## src/rtl/regfile_wb_queue.sv

```systemverilog
// Writeback queue: merges load and ALU writebacks into an in-order FIFO that retires one entry per cycle to reg_file.
// Optional pending-value lookup for rs1/rs2 is enabled by defining WB_BYPASS_EN.
module regfile_wb_queue #(
  parameter  int unsigned DEPTH = 4,
  localparam int unsigned PTR_W = $clog2(DEPTH)
) (
  input  logic             clk,
  input  logic             rst_n,
  input  logic             ld_valid,
  output logic             ld_ready,
  input  logic [4:0]       ld_rd,
  input  logic [31:0]      ld_data,
  input  logic             alu_valid,
  output logic             alu_ready,
  input  logic [4:0]       alu_rd,
  input  logic [31:0]      alu_data,
  output logic             we,
  output logic [4:0]       rd,
  output logic [31:0]      wd,
  input  logic [4:0]       rs1,
  input  logic [4:0]       rs2,
  output logic             byp1_hit,
  output logic             byp2_hit,
  output logic [31:0]      byp1_data,
  output logic [31:0]      byp2_data,
  output logic [PTR_W:0]   count,
  output logic             full,
  output logic             empty
);

  logic [PTR_W-1:0] r_head;
  logic [PTR_W-1:0] r_tail;
  logic [PTR_W:0]   r_count;
  logic [4:0]       r_rd   [DEPTH];
  logic [31:0]      r_data [DEPTH];

  logic             w_empty;
  logic             w_pop;
  logic [PTR_W+1:0] w_free;
  logic             w_ld_live;
  logic             w_ld_enq;
  logic             w_alu_enq;
  logic [PTR_W:0]   w_enq_n;
  logic [PTR_W-1:0] w_alu_slot;

  assign w_empty = (r_count == '0);
  assign w_pop   = ~w_empty;

  // The head retires at this edge, so its slot is already reusable.
  assign w_free = (PTR_W+2)'(DEPTH) - {1'b0, r_count} + (PTR_W+2)'(w_pop);

  // A load to x0 takes no slot, so it must not steal the last one from the ALU.
  assign w_ld_live = ld_valid && (ld_rd != '0);
  assign ld_ready  = (w_free != '0);
  assign alu_ready = (w_free >= (PTR_W+2)'(2)) || !w_ld_live;

  assign w_ld_enq   = rst_n && ld_valid  && ld_ready  && (ld_rd  != '0);
  assign w_alu_enq  = rst_n && alu_valid && alu_ready && (alu_rd != '0);
  assign w_enq_n    = (PTR_W+1)'(w_ld_enq) + (PTR_W+1)'(w_alu_enq);
  assign w_alu_slot = r_tail + PTR_W'(w_ld_enq);

  always_ff @(posedge clk) begin
    if (!rst_n) begin
      r_head  <= '0;
      r_tail  <= '0;
      r_count <= '0;
    end else begin
      r_head  <= r_head + PTR_W'(w_pop);
      r_tail  <= r_tail + PTR_W'(w_enq_n);
      r_count <= r_count + w_enq_n - (PTR_W+1)'(w_pop);
    end
  end

  always_ff @(posedge clk) begin
    if (w_ld_enq) begin
      r_rd[r_tail]   <= ld_rd;
      r_data[r_tail] <= ld_data;
    end
    if (w_alu_enq) begin
      r_rd[w_alu_slot]   <= alu_rd;
      r_data[w_alu_slot] <= alu_data;
    end
  end

  assign we    = w_pop;
  assign rd    = w_empty ? '0 : r_rd[r_head];
  assign wd    = w_empty ? '0 : r_data[r_head];
  assign count = r_count;
  assign empty = w_empty;
  assign full  = (r_count == (PTR_W+1)'(DEPTH));

`ifdef WB_BYPASS_EN
  logic [PTR_W-1:0] w_idx;

  // Walk oldest to newest so the last match seen is the newest pending value.
  always_comb begin
    byp1_hit  = 1'b0;
    byp2_hit  = 1'b0;
    byp1_data = '0;
    byp2_data = '0;
    w_idx     = '0;
    for (int unsigned i = 0; i < DEPTH; i++) begin
      w_idx = r_head + PTR_W'(i);
      if ((PTR_W+1)'(i) < r_count) begin
        if ((rs1 != '0) && (r_rd[w_idx] == rs1)) begin
          byp1_hit  = 1'b1;
          byp1_data = r_data[w_idx];
        end
        if ((rs2 != '0) && (r_rd[w_idx] == rs2)) begin
          byp2_hit  = 1'b1;
          byp2_data = r_data[w_idx];
        end
      end
    end
  end
`else
  logic w_unused_rs;

  assign w_unused_rs = ^{rs1, rs2};
  assign byp1_hit    = 1'b0;
  assign byp2_hit    = 1'b0;
  assign byp1_data   = '0;
  assign byp2_data   = '0;
`endif

endmodule

```

## config.mk

```make
export PLATFORM = sky130hd
export DESIGN_NAME = regfile_wb_queue
export DESIGN_NICKNAME = d
export VERILOG_FILES = /design/src/rtl/regfile_wb_queue.sv
export SDC_FILE = /design/constraint.sdc
export NUM_CORES = 1
export LEC_CHECK = 0
export CORE_ASPECT_RATIO = 1.5
export CORE_MARGIN = 2
export CORE_UTILIZATION = 46
export CTS_CLUSTER_SIZE = 40
export DETAILED_ROUTE_END_ITERATION = 10
export GPL_TIMING_DRIVEN = 0
export PLACE_DENSITY = 0.77
export SYNTH_ARGS = -nofsm -noshare
export SYNTH_HDL_FRONTEND = slang
export SYNTH_SLANG_ARGS = --single-unit
export TNS_END_PERCENT = 50
```

## constraint.sdc

```tcl
create_clock -name clk -period 3.9 [get_ports clk]
set_input_delay 0.78 -clock clk [delete_from_list [all_inputs] [get_ports clk]]
set_output_delay 0.78 -clock clk [all_outputs]
set_load 0.005 [all_outputs]
```

Word-level counts from Yosys, hierarchy flattened
Memories as Yosys holds them, arrays and structs flattened. A register that Yosys moved wholly into a read port is not among the register bits. Index checks and enable logic that the tools add are counted.

Bits in latches: 0. Output and inout port bits: 111. Word-level logic and storage cells: 37. ROM bits: 0. Memories: 2. Input port bits: 88. RAM bits: 148. Register bits: 7.

Equality and inequality tests: 1. Multiplexer cells: 8. Divide/modulo/power cells: 0. Bitwise operators: 1. $mul: 0. Order comparisons: 1. Add/sub/neg operators: 8. Reduce and logical (&&, ||, !) cells: 13. Shift operators: 0.

Memories: r_data (words 4, bits a word 32, rd ports 1, clocked after memory_dff 1, wr ports 2, line 35) `logic [31:0] r_data [DEPTH];`; r_rd (words 4, bits a word 5, rd ports 1, clocked after memory_dff 1, wr ports 2, line 34) `logic [4:0] r_rd [DEPTH];`.

Operators with widths (count): 2-to-1 mux 32 bit (1); nonzero test 5 bit (2); logical AND 1 bit (7); 2-to-1 mux 5 bit (1); adder 2 x 1 -> 2 bit (2); adder 4 x 1 -> 4 bit (1); greater-or-equal comparator 4 x 2 -> 1 bit (second input constant) (1); 2-to-1 mux 1 bit (4); 2-to-1 mux 2 bit (2); nonzero test 4 bit (1); subtractor 3 x 3 -> 4 bit (first input constant) (1); adder 3 x 2 -> 3 bit (1); == test 3 bit (second input constant) (1); logical NOT 3 bit (1); subtractor 3 x 1 -> 3 bit (1); adder 1 x 1 -> 2 bit (1); adder 2 bit (1); logical NOT 1 bit (1); logical OR 1 bit (1); inverter 1 bit (1).

Depth between registers and ports, before layout
Word-level depth: 10. Depth in mapped cells: 20. Depth with buffers taken out: 18.

Worst setup path after synthesis
Ideal clock, no wire load.

Path kind: register to register. Start: reg r_count[2], in the netlist count[2]. End: mem r_data[0][0], enable pin. Path buffers: 5. Period minus slack after synthesis: 4.406 ns. Arrival: 4.026 ns. Path slack: -0.506 ns. Data required time: 3.520 ns. Cell stages (with the launch flop): 18. Setup time: 0.380 ns. Cells stage by stage: dfxtp_1 nor3_1 clkbuf_1 clkbuf_1 ha_1 inv_1 ha_1 nor4bb_1 o21ai_0 and3_1 clkbuf_1 ha_1 and3b_1 o211ai_1 a21oi_2 buf_6 buf_12 a31o_2.

RTL lines: start, declared (line 33) `logic [PTR_W:0] r_count;`; start signal, assigned (line 70) `r_count <= r_count + w_enq_n - (PTR_W+1)'(w_pop);`; end, declared (line 35).

==> results.json <==
{
  "final_nets": 868,
  "yosysWarnings": 0,
  "routed_wl_um": 20800,
  "fin_total_pwr_mw": 6.93,
  "period_needed_ns": 3.75,
  "place.gp.congestion": 0.768,
  "boundaryPins": 199,
  "rows": 62,
  "core_area_um2": 19100,
  "drt-wirelength-per-cell_um": 20.0,
  "yosysTopAreaCell": "edfxtp_1",
  "place_hpwl_um": 13200,
  "yosysTopAreaCellShare_pct": 50.0,
  "finalHoldViolations": 0,
  "grt_pass1_wl_um": 31400,
  "p_comb_share_pct": 45.0,
  "syn_avg_cell_area_um2": 16.6,
  "fin_crit_sh_pct": 96.1,
  "yosys-top-cells-area": "edfxtp_1 50%, mux2_4 13%, mux4_2 9.4%, mux2_2 9.1%, buf_4 5.9%",
  "cts_hold_buf": 0,
  "async_flop_share_pct": 0,
  "tightest_slew_ns": 0.755,
  "status": "finished clean",
  "r2r_slack_ns": 0.22,
  "htreeDepth": 4,
  "worst_setup_path_end_kind": "output port",
  "whs_ns": 0.583,
  "cts_buffer_depth": 2,
  "maxCapViolations": 0,
  "grt_max_degree": 17,
  "rsz0062_at_grt": "false",
  "port_buffers": 121,
  "p_leak_nw": 4.41,
  "cts_tree": "built",
  "grt_usage_pct": 20.4,
  "ys_seq_elements": 155,
  "grt_overflow_total": 0,
  "path_cells": "clkbuf_1 > clkbuf_1 > mux4_2 > nor2b_1 > clkdlybuf4s50_1",
  "vias": 5274,
  "antenna_found_initial": 2,
  "max_stage_delay_ns": 0.58,
  "dieArea_um2": 20500,
  "multi_input_area_um2": 3870,
  "hold_class": "flop to flop",
  "clock_latency_ns": 0.42,
  "dp_slack_ns": -0.947,
  "fin_ws_ns": 0.153,
  "vias_per_cell": 5.07,
  "fp.dieH_um": 174,
  "power.share.clock_pct": 21.8,
  "pwr-share-seq_pct": 33.2,
  "p_per_area_nw_per_um2": 586,
  "drv_slew": 0,
  "drt_iter0_markers": 205,
  "cp.required_ns": 3.12,
  "synth_area_um2": 8890,
  "start_util_pct": 46.6,
  "cts_inserted_buffers": 17,
  "die_x_um": 118,
  "yosysMostFrequentCell": "edfxtp_1",
  "skew_ns": 0.00937,
  "path_clk_slew_ns": 0.06,
  "switching_share_pct": 30.3,
  "switching_power_mw": 2.10,
  "critPathKind": "flop to output port",
  "first_global_vias": 5644,
  "power.internal_mw": 4.83,
  "cpMostUsedCell": "clkbuf_1",
  "crit_path_start_kind": "flop",
  "drtAntennaViolNets": 0,
  "fmaxAchievable_mhz": 267,
  "final-setup-viol-count": 0,
  "ys_types": 36,
  "vdd_ir_drop_max_v": 0.000393,
  "rr_worst_depth": 17,
  "seqCellArea_um2": 4600,
  "syn_inst": 537,
  "relSlewSlack_pct": 49.7,
  "num-fill-cells": 1459,
  "synth_common_cells": "148 x edfxtp_1, 76 x mux2_4, 72 x mux2_2, 70 x buf_4, 39 x nor2b_1",
  "drive_gt1_share_pct": 44.7,
  "crit_arrival_ns": 2.97,
  "worst-path-max-fanout": 10,
  "cts.sinks": 155,
  "ys.flop_type": "edfxtp_1",
  "setup-tns-final_ns": 0,
  "drt_first_pass_iters": 4,
  "holdPathStages": 2,
  "crit_slowest_cell": "clkbuf_1",
  "synth_edf_count": 148,
  "yosysSeqAreaShare_pct": 51.6,
  "drc": 0,
  "synthToLayoutAreaGrowth_pct": 33.0,
  "cts-root-buf": "clkbuf_16"
}
-- layout make-up --
cell class | instances | share of cell area (%)
timing repair buffer | 146 | 13.9
clock buffer | 18 | 3.63
tap | 256 | 2.71
sequential | 155 | 38.9
clock inverter | 14 | 0.942
antenna | 2 | 0.0423
multi-input combinational | 344 | 32.7
inverter | 9 | 0.286
buffer | 97 | 6.88
-- power by group through the flow --
stage               logic, mW  clock network, mW  registers (mW)
floorplan                1.66                  0            2.28
global placement         2.74                  0            2.29
detailed placement       2.79                  0            2.32
CTS                      3.15               1.53            2.29
global route             3.34               1.60            2.32
finish                   3.12               1.51            2.30
-- flip-flops by register name, indices dropped and copies added (netlist names) --
signal and flops:
r_data 128, r_rd 20, count 3, r_head 2
r_tail 2
-- cell families (layout without fill, tap and decap cells) --
group / after synthesis / count (layout) / synth area share (%)
adders and majority gates: 10 / 10 / 1.49
muxes: 185 / 185 / 31.3
AOI/OAI and AO/OA: 17 / 21 / 1.60
buffers and inverters: 107 / 284 / 9.33
other: 1 / 68 / 0.0422
and+or+nand+nor: 55 / 55 / 3.95
xor gates and xnor gates: 7 / 7 / 0.690
DFF: 155 / 155 / 51.6
-- layer usage --
| metal | global-route usage [%] | wire length (um) | up-vias |
|---|---|---|---|
| met1 | 22.1 | 7400 | 2607 |
| met5 | 0 | 0 | - |
| li1 | - | - | 2409 |
| met3 | 4.33 | 1310 | 40 |
| met2 | 38.2 | 11500 | 218 |
| met4 | 9.04 | 630 | 0 |
-- worst paths after layout --
check | start | to
setup / recovery | r_head[1]$_SDFF_PN0_ | wd[8]
hold / removal | r_head[0]$_SDFF_PN0_ | r_head[0]$_SDFF_PN0_
setup reg to reg | count[0]$_SDFF_PN0_ | r_data[1][11]$_DFFE_PP_
hold reg to reg | r_head[0]$_SDFF_PN0_ | r_head[0]$_SDFF_PN0_
-- timing repair --
action,CTS,global route
gates cloned,4,0
gates resized for setup,18,8
setup endpoints to repair,300,269
hold endpoints to repair,0,0
buffers inserted,25,0
pin swaps,1,1
-- through the flow --
step | cells | area (um2) | util (%)
2_1_floorplan | 602 | 9180 | -
3_3_place_gp | 979 | 10700 | 56.1
3_5_place_dp | 979 | 10700 | 56.1
4_1_cts | 1040 | 11800 | 61.9
5_1_grt | 1040 | 11800 | 61.9
6_report | 1041 | 11800 | 62.0
-- worst max-delay path: cells and delay by family, from the launching register on --
family / cells / cell delay, ns
flops: 1 / 0.35
mux: 1 / 0.40
buf+inv: 3 / 1.63
simple gates: 1 / 0.16
-- layout by cell type, fill, tap and decap left out, drive strengths merged --
cell type	Yosys	routed
nor3	1	1
nor2b	39	39
o21ai	1	1
and3	2	2
dfxtp	7	7
o211ai	4	4
dlymetal6s2s	0	3
clkinvlp	0	4
o21a	1	1
diode	0	2
clkdlybuf4s50	0	118
nor3b	1	1
clkinv	0	4
fa	1	1
mux4	37	37
edfxtp	148	148
nor2	1	1
a211oi	1	1
o2111a	1	1
xor2	3	3
a31o	4	8
nand2	1	1
mux2	148	148
clkbuf	11	27
o21ba	1	1
xnor2	4	4
buf	87	113
a21oi	4	4
and2	6	6
ha	9	9
conb	1	66
inv	9	15
and3b	1	1
or4	2	2
nor4bb	1	1
Note: power is estimated with default switching activity, not from simulation.
